<file path="config.mk">
export PLATFORM = sky130hd
export DESIGN_NAME = display_scan_mux
export DESIGN_NICKNAME = d
export VERILOG_FILES = /design/src/rtl/display_scan_mux.sv
export SDC_FILE = /design/constraint.sdc
export NUM_CORES = 1
export LEC_CHECK = 0
export ABC_CLOCK_PERIOD_IN_PS = 4400
export BUFFER_PORTS_ARGS = -buffer_cell sky130_fd_sc_hd__buf_2
export CAP_MARGIN = 0
export CORE_ASPECT_RATIO = 0.7
export CORE_MARGIN = 2
export CORE_UTILIZATION = 45
export DETAILED_ROUTE_END_ITERATION = 8
export HOLD_SLACK_MARGIN = 0.05
export PLACE_DENSITY = 0.75
export SLEW_MARGIN = 10
export SYNTH_ARGS = -nofsm -noshare
export SYNTH_HDL_FRONTEND = slang
export SYNTH_SLANG_ARGS = --single-unit
</file>
<file path="constraint.sdc">
create_clock -name clk -period 4.4 [get_ports clk]
set_input_delay 0.66 -clock clk [delete_from_list [all_inputs] [get_ports clk]]
set_output_delay 0.66 -clock clk [all_outputs]
set_load 0.03 [all_outputs]
</file>
<file path="src/rtl/display_scan_mux.sv">
// Time-multiplexed N-digit 7-segment driver with a blanking guard per slot,
// an internal hex decoder and a debounced page-select button.
module display_scan_mux #(
  parameter int N_DIGITS        = 4,
  parameter int REFRESH_DIV     = 50000,
  parameter int BLANK_CYCLES    = 500,
  parameter int DEBOUNCE_CYCLES = 500000,
  parameter bit AN_ACTIVE_LOW   = 1'b0,
  parameter bit SEG_ACTIVE_LOW  = 1'b0
) (
  input  logic                    clk,
  input  logic                    rst_n,
  input  logic                    btn,
  input  logic [4*N_DIGITS-1:0]   page0_data,
  input  logic [4*N_DIGITS-1:0]   page1_data,
  input  logic [N_DIGITS-1:0]     dig_en,
  output logic [6:0]              seg,
  output logic [N_DIGITS-1:0]     an,
  output logic                    page
);

  localparam int SW = (REFRESH_DIV > 1) ? $clog2(REFRESH_DIV) : 1;
  localparam int DW = (N_DIGITS > 1) ? $clog2(N_DIGITS) : 1;
  localparam int CW = (DEBOUNCE_CYCLES > 1) ? $clog2(DEBOUNCE_CYCLES) : 1;

  localparam logic [SW-1:0] SLOT_LAST = SW'(REFRESH_DIV - 1);
  localparam logic [DW-1:0] DIG_LAST  = DW'(N_DIGITS - 1);
  localparam logic [CW-1:0] DB_LAST   = CW'(DEBOUNCE_CYCLES - 1);

  typedef enum logic {ST_START, ST_SCAN} state_t;

  state_t                state_q, state_d;
  logic [1:0]            sync_q;
  logic                  btn_db_q, btn_db_d;
  logic [CW-1:0]         db_cnt_q, db_cnt_d;
  logic                  pend_q, pend_d;
  logic                  page_q, page_d;
  logic [SW-1:0]         slot_q, slot_d;
  logic [DW-1:0]         dig_q, dig_d;
  logic [3:0]            nib_q, nib_d;
  logic                  en_q, en_d;
  logic [N_DIGITS-1:0]   an_q, an_d;
  logic [6:0]            seg_q, seg_d;

  logic                  btn_s, rise, load;
  logic [4*N_DIGITS-1:0] sel;
  logic [N_DIGITS-1:0]   an_raw;
  logic [6:0]            seg_raw;

  function automatic logic [6:0] hex7(input logic [3:0] h);
    case (h)
      4'h0: hex7 = 7'b0111111;  4'h1: hex7 = 7'b0000110;
      4'h2: hex7 = 7'b1011011;  4'h3: hex7 = 7'b1001111;
      4'h4: hex7 = 7'b1100110;  4'h5: hex7 = 7'b1101101;
      4'h6: hex7 = 7'b1111101;  4'h7: hex7 = 7'b0000111;
      4'h8: hex7 = 7'b1111111;  4'h9: hex7 = 7'b1101111;
      4'hA: hex7 = 7'b1110111;  4'hB: hex7 = 7'b1111100;
      4'hC: hex7 = 7'b0111001;  4'hD: hex7 = 7'b1011110;
      4'hE: hex7 = 7'b1111001;  default: hex7 = 7'b1110001;
    endcase
  endfunction

  always_comb begin
    state_d  = state_q;
    btn_db_d = btn_db_q;
    db_cnt_d = db_cnt_q;
    page_d   = page_q;
    slot_d   = slot_q;
    dig_d    = dig_q;
    nib_d    = nib_q;
    en_d     = en_q;
    rise     = 1'b0;
    load     = 1'b0;
    sel      = '0;
    btn_s    = sync_q[1];

    if (btn_s == btn_db_q) begin
      db_cnt_d = '0;
    end else if (db_cnt_q == DB_LAST) begin
      btn_db_d = btn_s;
      db_cnt_d = '0;
      rise     = btn_s;
    end else begin
      db_cnt_d = db_cnt_q + 1'b1;
    end
    pend_d = pend_q | rise;

    // ST_START loads digit 0 so the first slot after reset is a full slot.
    case (state_q)
      ST_START: begin
        state_d = ST_SCAN;
        slot_d  = '0;
        dig_d   = '0;
        load    = 1'b1;
      end
      default: begin
        if (slot_q == SLOT_LAST) begin
          slot_d = '0;
          dig_d  = (dig_q == DIG_LAST) ? '0 : dig_q + 1'b1;
          page_d = page_q ^ pend_q;
          pend_d = rise;
          load   = 1'b1;
        end else begin
          slot_d = slot_q + 1'b1;
        end
      end
    endcase

    if (load) begin
      sel   = page_d ? page1_data : page0_data;
      nib_d = sel[4*int'(dig_d) +: 4];
      en_d  = dig_en[dig_d];
    end

    an_raw  = '0;
    seg_raw = '0;
    if (int'(slot_q) >= BLANK_CYCLES && en_q) begin
      an_raw[dig_q] = 1'b1;
      seg_raw       = hex7(nib_q);
    end
    an_d  = an_raw ^ {N_DIGITS{AN_ACTIVE_LOW}};
    seg_d = seg_raw ^ {7{SEG_ACTIVE_LOW}};
  end

  always_ff @(posedge clk or negedge rst_n) begin
    if (!rst_n) begin
      state_q  <= ST_START;
      sync_q   <= '0;
      btn_db_q <= 1'b0;
      db_cnt_q <= '0;
      pend_q   <= 1'b0;
      page_q   <= 1'b0;
      slot_q   <= '0;
      dig_q    <= '0;
      nib_q    <= '0;
      en_q     <= 1'b0;
      an_q     <= {N_DIGITS{AN_ACTIVE_LOW}};
      seg_q    <= {7{SEG_ACTIVE_LOW}};
    end else begin
      state_q  <= state_d;
      sync_q   <= {sync_q[0], btn};
      btn_db_q <= btn_db_d;
      db_cnt_q <= db_cnt_d;
      pend_q   <= pend_d;
      page_q   <= page_d;
      slot_q   <= slot_d;
      dig_q    <= dig_d;
      nib_q    <= nib_d;
      en_q     <= en_d;
      an_q     <= an_d;
      seg_q    <= seg_d;
    end
  end

  assign an   = an_q;
  assign seg  = seg_q;
  assign page = page_q;

endmodule

</file>
### Word level (Yosys, flattened, before mapping)

Memories as Yosys holds them, arrays and structs flattened.
Cells that the tools add are included.

* register bits: 59
* memory bits (read-only): 112
* bits of input ports: 39
* logic and storage cells: 53
* memories kept: 1

* $add $sub $neg: 3
* magnitude comparators: 4
* equal/unequal tests: 4
* shift-type cells: 1
* muxes and demuxes: 22
* bitwise logic cells: 3
* reduce and logical (&&, ||, !) cells: 3

Memories
* (name not given): words 16, width 7, rd ports 1, clocked after Yosys merged registers in 0, write ports 0, RTL line 51 `case (h)`

Operators with widths (number)
* $mux W16: 3
* $mux W19: 2
* $add A19 B1 Y19 const B: 1
* $eq A19 B19 Y1 const B: 1
* $add A16 B1 Y16 const B: 1
* $eq A16 B16 Y1 const B: 1
* $ge A16 B9 Y1 const B: 1
* $shiftx A16 B5 Y4: 1
* $mux W1: 10
* $mux W7: 1
* $lt A2 B3 Y1 const B: 2
* $mux W2: 3
* $mux W4: 1
* $add A2 B1 Y2 const B: 1
* $bmux W1 S2: 1
* $demux W1 S2: 1
* $eq A2 B2 Y1 const B: 1
* $ge A2 B1 Y1 const B: 1
* $logic_and A1 B1 Y1: 2
* $reduce_and A2 Y1: 1
* $eq A1 B1 Y1: 1
* $not A1 Y1: 1
* $or A1 B1 Y1: 1
* $xor A1 B1 Y1: 1

### Logic depth before layout (Yosys ltp)

Gate-level depths: netlist (run 1).

* depth in word-level cells: 6
* depth in mapped cells: 10

### Worst setup path after synthesis (run 1)

Ideal clock, no wire load.

* kind: flip-flop to flip-flop
* start point: register slot_q[0]
* end point: register nib_q[0]
* arrival time: 2.171 ns
* data required time: 4.255 ns
* path slack: 2.084 ns
* stages on the path, launching flop included: 11
* buffers on the path: 2
* period minus slack after synthesis: 2.316 ns
* path through: dfrtp_1 ha_1 and4_1 and4_2 clkbuf_8 a22oi_4 inv_2 buf_6 or3_1 o311ai_1 o221ai_1

* elaborated cells between the ends (all ways): 9
* classes of those cells: 1 x eq/ne; 1 x shift; 7 x mux

RTL lines
* start, declared: RTL line 38 `logic [SW-1:0] slot_q, slot_d;`
* start signal, assigned: RTL line 146 `slot_q <= slot_d;`
* $eq A16 B16 Y1: RTL line 97 `if (slot_q == SLOT_LAST) begin`
* $mux W2: RTL line 97
* $mux W2: RTL line 89 `case (state_q)`
* via dig_d[1]: RTL line 39 `logic [DW-1:0] dig_q, dig_d;`
* $shiftx A16 B5 Y4: RTL line 111 `nib_d = sel[4*int'(dig_d) +: 4];`
* end signal, assigned: RTL line 148 `nib_q <= nib_d;`
* end, declared: RTL line 40 `logic [3:0] nib_q, nib_d;`

The timed path passes the listed nets, and every way through them passes these cells.
A chain may end at the register's enable or synchronous reset.

### Final worst setup path (run 1)

* start point: register slot_q[10]
* end point: register nib_q[3]

* longest elaborated chain between the ends: 5
* elaborated cells between the ends (all ways): 9
* classes of those cells: 1 x eq/ne; 1 x shift; 7 x mux

RTL lines
* $eq A16 B16 Y1 (*): RTL line 97
* $mux W1: RTL line 97
* $mux W1: RTL line 89
* $mux W16: RTL line 110 `sel = page_d ? page1_data : page0_data;`
* $shiftx A16 B5 Y4: RTL line 111

Every way passes the cells marked *; elsewhere a longest branch is shown, timed or not.

==> metrics.txt, run 1 <==
row count=27; hpwl dp=5830 um; share of async-settable or async-resettable flops after synthesis=100%; Post-route DRC=0; hold path cells=0; Tmin final=2680 ps; DIE HEIGHT=79.2 um; post-synth top area share=40.6%; EDFF count, synth=0; critical path required time=4580 ps; slew margin rel.=41.4%; core area=7840 sq um; Placed Instances=535; Final Net Count=496; startpoint types=flop; Seq/Total Area, Yosys=40.6%; post-CTS setup buffer count=0; R2R depth=6; Final Hold Fails=0; clock sink count=59; Root Driver=clkbuf_16; P&R area growth vs syn=16.0%; synth top area cells=dfrtp_1 41%, nand2_1 5.2%, nor2_1 5.0%, xor2_1 4.3%, nand2b_1 4.3%; Netlist cell types=54; Skew-Pair Late Insertion Delay=330 ps; Worst-path clk slew=50 ps; CP Cell Sequence=nor4_4 -> nand4_1 -> nor2_1 -> a21oi_1 -> o311ai_0 -> o211ai_1; Initial Util=46.4%; drt pass-1 iters=5; Max Clk Rate=0.372 GHz; Lkg Pwr=1.92 nW; unrepaired setup endpoints after global routing=no; P_int=0.00105 W; clk_skew=7.50 ps; period utilization=61.0%; Final Routed Wirelength=8030 um; status=complete, no violations; total negative setup slack=0 ps; hold slack=356 ps; CP max FO=11; PortBufs=50; Final Wtd Congestion=0.880; clk buf depth=2; synth warn=0; DIE AREA=8820 sq um; Max-Cap Viols=0; CP endpoint kind=flop; Cells after Synth=400; worst IR drop on VDD=0.147 mV; first-pass GRT wire length=13600 um; Iter 0 DRT Violations=186; post-synthesis cell area=3630 sq um; power share of the combinational group=7.2%; I/O Pins=51; share of layout cells above drive strength 1=21.1%; Synth Flop Type=dfrtp_1; CP Depth=6; register share of total power=41.9%; DR WL/cell=14.6 um; FILL cells=725; Post-CTS Hold Fix Bufs=0; average cell area after synthesis=9.09 sq um; slowest stage cell, crit path=nor2_1; routed vias/inst=5.39; filler-free cell count of the finished design=551; delay-heaviest family, CP=simple AND/OR/NAND/NOR gates; hold crit path type=reg -> reg; vias in the first global route=2814; Die X=111 um; Net Sw Power=0.000309 W; largest area contributor in the netlist=dfrtp_1; critical path class=reg -> reg; antenna diode instance count=0; syn nets=451; WP data arrival=2870 ps; Final Slew Violations=0; H-Tree Depth=3; Layout Utilization=53.8%; TritonCTS buffer count=9; GRT Residual Overflow=0; post-synthesis register bit count=59; overall routing resource usage=19.3%; clock power share=50.9%; Power Total=0.00136 W; CTS tree=done; post_cts resized=0; Worst-Margin Slew=870 ps; # setup viols final=0; slowest cell delay on critical path=570 ps; Switching Share=22.8%; Buf+Inv Stages, Crit Path=0; pin count of the biggest net entering global routing=60; PD cells=322 nW/um^2; initial antenna violation count=0; DRT antenna net count=0; via count=2968
## power by group through the flow
stage	logic (W)	registers, W	clock network, W
floorplan	0.0000603	0.000571	0
detailed placement	0.0000971	0.000577	0
finish	0.0000981	0.000569	0.000692
global route	0.000111	0.000571	0.000730
global placement	0.0000955	0.000577	0
CTS	0.0000983	0.000569	0.000707
## cell families (layout without fill, tap and decap cells)
| kind of cell | Yosys count | after routing | synth area share [%] |
|---|---|---|---|
| AND/OR/NAND/NOR | 197 | 197 | 28.5 |
| other | 1 | 1 | 0.103 |
| AO/OA/AOI/OAI | 60 | 60 | 12.4 |
| XOR/XNOR | 32 | 32 | 7.71 |
| adder cells (fa/ha/maj) | 12 | 12 | 4.13 |
| buffers and inverters | 33 | 83 | 4.51 |
| multiplexers | 6 | 6 | 2.03 |
| flip-flops | 59 | 59 | 40.6 |
## Yosys cell counts, types with 2 or more instances
cell type	count
a32o_1	2
o21ai_0	5
buf_6	2
a21oi_1	17
clkbuf_8	2
or2b_2	8
and3_1	7
o311ai_1	2
nor2_1	48
mux2i_1	4
nand4_1	8
nand2_1	50
nor2b_1	4
inv_1	13
or3_2	6
o311ai_0	2
o31ai_1	4
ha_1	12
nand3_1	16
o211ai_1	3
and4_2	2
o221ai_1	2
or3_1	4
and4_1	4
dfrtp_1	59
nor4_1	2
nor3_1	4
xor2_1	18
nand2b_1	25
a211oi_1	9
a22oi_1	8
a221oi_1	2
xnor2_1	14
clkbuf_1	12
## worst register-to-register path: stages (launching register included)
cell and delay, ps:
dfrtp_1 440, nor4_4 450, nand4_1 450, nor2_1 570, a21oi_1 80, o311ai_0 400
o211ai_1 150
## layer usage
| metal | part of all wire (%) | track usage (%) | up-vias |
|---|---|---|---|
| met4 | 1.1 | 6.17 | 0 |
| met2 | 44 | 28.4 | 66 |
| met1 | 50 | 27.8 | 1423 |
| met3 | 5.1 | 4.89 | 11 |
| li1 | - | - | 1468 |
| met5 | 0 | 0 | - |
## path summary, 6_finish.rpt
check	from	to	slack [ps]
setup / recovery	slot_q[10]	nib_q[3]	1720
hold / removal	sync_q[0]	sync_q[1]	360
setup reg to reg	slot_q[10]	nib_q[3]	1720
hold reg to reg	sync_q[0]	sync_q[1]	360
max in group asynchronous	rst_n	page	3420
min in group asynchronous	rst_n	db_cnt_q[8]	470
## per-stage QoR
stage | instance area, sq um | setup WS (ps)
2_1_floorplan | 3630 | 2080
3_3_place_gp | 3920 | 1850
3_5_place_dp | 3920 | 1750
4_1_cts | 4220 | 1730
5_1_grt | 4220 | 1490
6_report | 4220 | 1720
## final cells by class
| cell class | instances | area, sq um | share of cell area (%) |
|---|---|---|---|
| sequential | 59 | 1480 | 35.0 |
| timing repair buffer | 52 | 265 | 6.29 |
| clock inverter | 4 | 50.0 | 1.19 |
| inverter | 15 | 56.3 | 1.34 |
| multi-input combinational | 308 | 1990 | 47.3 |
| clock buffer | 12 | 246 | 5.85 |
| tap | 101 | 126 | 3.00 |
## registers in the layout, summed over array words and instances, names as in the netlist
name      flops
an            4
dig_q         2
nib_q         4
seg           7
btn_db_q      1
db_cnt_q     19
state_q       1
en_q          1
page          1
pend_q        1
slot_q       16
sync_q        2
## placed cells by master, fill, tap and decap left out, types with 8 or more instances in the layout
master / count
dfrtp_1: 58
nand2_1: 50
buf_2: 50
nor2_1: 48
nand2b_1: 25
xor2_1: 18
a21oi_1: 17
nand3_1: 16
xnor2_1: 14
inv_1: 13
ha_1: 12
a211oi_1: 9
clkbuf_16: 9
nand4_1: 8
a22oi_1: 8
or2b_2: 8
Note: power is estimated with default switching activity, not from simulation.
==> run 2, diff against run 1 <==
--- a/config.mk
+++ b/config.mk
@@ -5,7 +5,8 @@
 export SDC_FILE = /design/constraint.sdc
 export NUM_CORES = 1
 export LEC_CHECK = 0
-export ABC_CLOCK_PERIOD_IN_PS = 4400
+export ABC_AREA = 1
+export ABC_CLOCK_PERIOD_IN_PS = 2300
 export BUFFER_PORTS_ARGS = -buffer_cell sky130_fd_sc_hd__buf_2
 export CAP_MARGIN = 0
 export CORE_ASPECT_RATIO = 0.7
@@ -13,7 +14,7 @@
 export CORE_UTILIZATION = 45
 export DETAILED_ROUTE_END_ITERATION = 8
 export HOLD_SLACK_MARGIN = 0.05
-export PLACE_DENSITY = 0.75
+export PLACE_DENSITY = 0.78
 export SLEW_MARGIN = 10
 export SYNTH_ARGS = -nofsm -noshare
 export SYNTH_HDL_FRONTEND = slang
==> constraint.sdc (replaced) <==
create_clock -name clk -period 2.3 [get_ports clk]
set_input_delay 0.345 -clock clk [delete_from_list [all_inputs] [get_ports clk]]
set_output_delay 0.345 -clock clk [all_outputs]
set_load 0.03 [all_outputs]
==> run 2 against run 1 <==
Against the previous run:
- register-to-register slack worse by 1500 ps
- sequential power is 90% higher
- clock-buffer cell count is 1 lower
- first-iteration DRC count is 24% lower
- sequential share of layout area is 2.0 points higher
- global-route usage is 0.29 points higher
- combinational power is 81% higher
- synthesized cell count is 6.8% higher
- cell count is 6.4% higher
- critical path type unchanged
- non-clock buffer count is 4 higher
- routed wire length is 5.4% lower
- flip-flop and latch count stayed put
==> metrics.txt, run 2 <==
post-synth top area share=43.3% (+2.7 points); Final Hold Fails=0 (unchanged); WP data arrival=2290 ps (-580 ps); clock power share=44.7% (-6.2 points); placed cell areas=3770 sq um (-3.8%); Max-Cap Viols=0 (unchanged); Post-route DRC=0 (unchanged); worst IR drop on VDD=0.294 mV (+100%); Final Slew Violations=0 (unchanged); pin count of the biggest net entering global routing=37 (-38%); DRT antenna net count=0 (unchanged); CP max FO=17 (+6); clk buf depth=2 (unchanged); initial antenna violation count=0 (unchanged); synth warn=0 (unchanged); P&R area growth vs syn=17.1%; vias in the first global route=2820 (+0.21%); Skew-Pair Late Insertion Delay=350 ps (+20 ps); flop2flop setup slack=250 ps (-1470 ps); first-pass GRT wire length=12800 um (-5.2%); Die X=108 um (-3.1%); critical path launch point=slot_q[4]; DIE AREA=8290 sq um (-6.0%); Final Wtd Congestion=0.946 (+7.5%); overall routing resource usage=19.5% (+0.29 points); clk_skew=10.3 ps (+2.81 ps); drt pass-1 iters=5 (unchanged); DR WL/cell=13.0 um (-11%); post-CTS setup buffer count=0 (unchanged); Power Total=0.00228 W (+68%); count leader, synth=nand2_1; Netlist cell types=41 (-24%); Worst-Margin Slew=582 ps (-288 ps); GRT Residual Overflow=0 (unchanged); Seq/Total Area, Yosys=43.3% (+2.7 points); hpwl dp=5680 um (-2.6%); routed vias/inst=5.11 (-5.2%); Synth Flop Type=dfrtp_1; Net Sw Power=0.000541 W (+75%); share of async-settable or async-resettable flops after synthesis=100% (unchanged); FILL cells=696 (-4.0%); Finished Cell Area=3990 sq um (-5.4%); status=complete, no violations; P_int=0.00174 W (+65%); largest area contributor in the netlist=dfrtp_1; Post-CTS Hold Fix Bufs=1 (+1); startpoint types=flop; antenna diode instance count=0 (unchanged); post-synthesis cell area=3410 sq um (-6.3%); DIE HEIGHT=76.8 um (-3.0%); EDFF count, synth=0 (unchanged); via count=2993 (+0.84%); row count=26 (-3.7%); period utilization=89.2% (+28 points); Largest Register=db_cnt_q; # setup viols final=0 (unchanged); Lkg Pwr=2.01 nW (+4.5%); R2R depth=10 (+4); average cell area after synthesis=7.98 sq um (-12%); Worst-path clk slew=70 ps (+20 ps); I/O Pins=51 (unchanged); share of layout cells above drive strength 1=19.7% (-1.4 points); H-Tree Depth=3 (unchanged); max reg flops=19 (unchanged); Switching Share=23.8% (+0.99 points); synth top area cells=dfrtp_1 43%, nand2_1 8.4%, inv_1 7.2%, nand3_1 6.3%, nor2_1 4.6%; Min-Delay Startpoint=btn; post_cts resized=0 (unchanged); critical path required time=2540 ps (-2040 ps); Final Routed Wirelength=7600 um (-5.4%); hold path cells=1 (+1); hold crit path type=in -> reg; critical path class=reg -> reg; unrepaired setup endpoints after global routing=no; CTS tree=done; Initial Util=46.5% (+0.17 points); clock sink count=59 (unchanged); Cells after Synth=427 (+6.8%); register share of total power=47.5% (+5.6 points); most frequent cells in the layout=76 x nand2_1, 65 x inv_1, 59 x dfrtp_1; Iter 0 DRT Violations=142 (-24%); Reg2Reg Launch Point=slot_q[4]; post-synthesis register bit count=59 (unchanged); commonest non-fill, non-tap cell in the layout=nand2_1; Synth top cells by count=76 x nand2_1, 65 x inv_1, 59 x dfrtp_1; CP endpoint kind=flop; Final Net Count=534 (+7.7%); Root Driver=clkbuf_8; PortBufs=50 (unchanged); Tmin final=2050 ps (-633 ps); Max Clk Rate=0.487 GHz (+31%); total negative setup slack=0 ps (unchanged); core area=7320 sq um (-6.6%); PD cells=571 nW/um^2 (+77%); syn nets=478 (+6.0%); slew margin rel.=61.2% (+20 points); power share of the combinational group=7.8% (+0.6 points); TritonCTS buffer count=9 (unchanged)
[run 2: layout make-up]
type	count	area [sq um]	area share, %
multi-input combinational	288	1610	40.4
clock inverter	5	77.6	1.94
sequential	59	1480	37.0
tap	98	123	3.07
inverter	69	259	6.49
timing repair buffer	56	310	7.78
clock buffer	11	131	3.29
[run 2: path summary, 6_finish.rpt]
kind                                endpoint
worst min register to register     sync_q[1]
max in group asynchronous        db_cnt_q[5]
min in group asynchronous       db_cnt_q[15]
worst min-delay path               sync_q[0]
worst max-delay path                nib_q[1]
worst max register to register      nib_q[1]
[run 2: cells by family (layout without fill, tap and decap cells)]
| logic type | after synthesis | count (layout) | share of synthesized area [%] |
|---|---|---|---|
| DFF | 59 | 59 | 43.3 |
| buffers and inverters | 80 | 141 | 9.33 |
| xor gates and xnor gates | 6 | 6 | 1.54 |
| and+or+nand+nor | 209 | 209 | 30.7 |
| adders and majority gates | 12 | 12 | 4.41 |
| other | 1 | 1 | 0.110 |
| AOI/OAI and AO/OA | 60 | 60 | 10.5 |
[run 2: stage by stage]
stage	hold WS (ps)	setup WS, ps	instances	util (%)
after global placement	348	370	569	51.5
after global routing	94.6	100	586	54.5
final	109	248	586	54.5
after CTS	97.5	302	586	54.5
after detailed placement	344	307	569	51.5
after floorplan	49.4	615	427	-
[run 2: power groups by stage]
stage | Clock (W) | Sequential (W) | Combinational, W
detailed placement | 0 | 0.00110 | 0.000176
CTS | 0.00104 | 0.00108 | 0.000179
floorplan | 0 | 0.00109 | 0.000102
global placement | 0 | 0.00110 | 0.000170
finish | 0.00102 | 0.00108 | 0.000178
global route | 0.00109 | 0.00108 | 0.000204
[run 2: layer usage]
| layer | part of all wire, % | wire (um) | GRT usage [%] |
|---|---|---|---|
| met5 | 0 | 0 | 0 |
| met4 | 1.8 | 140 | 7.18 |
| met3 | 4.5 | 343 | 4.85 |
| met2 | 45 | 3410 | 28.5 |
| met1 | 49 | 3700 | 28.0 |
[run 2: critical path: stages, from the launching register on]
cell and delay [ps]:
dfrtp_1 430, nor2_1 270, nand2_2 120, nor2_4 150, nand4_4 240, nand2_4 270, nand2_1 80, nand3_1 130
nand3_1 100, nand3_1 100, nand2_1 60
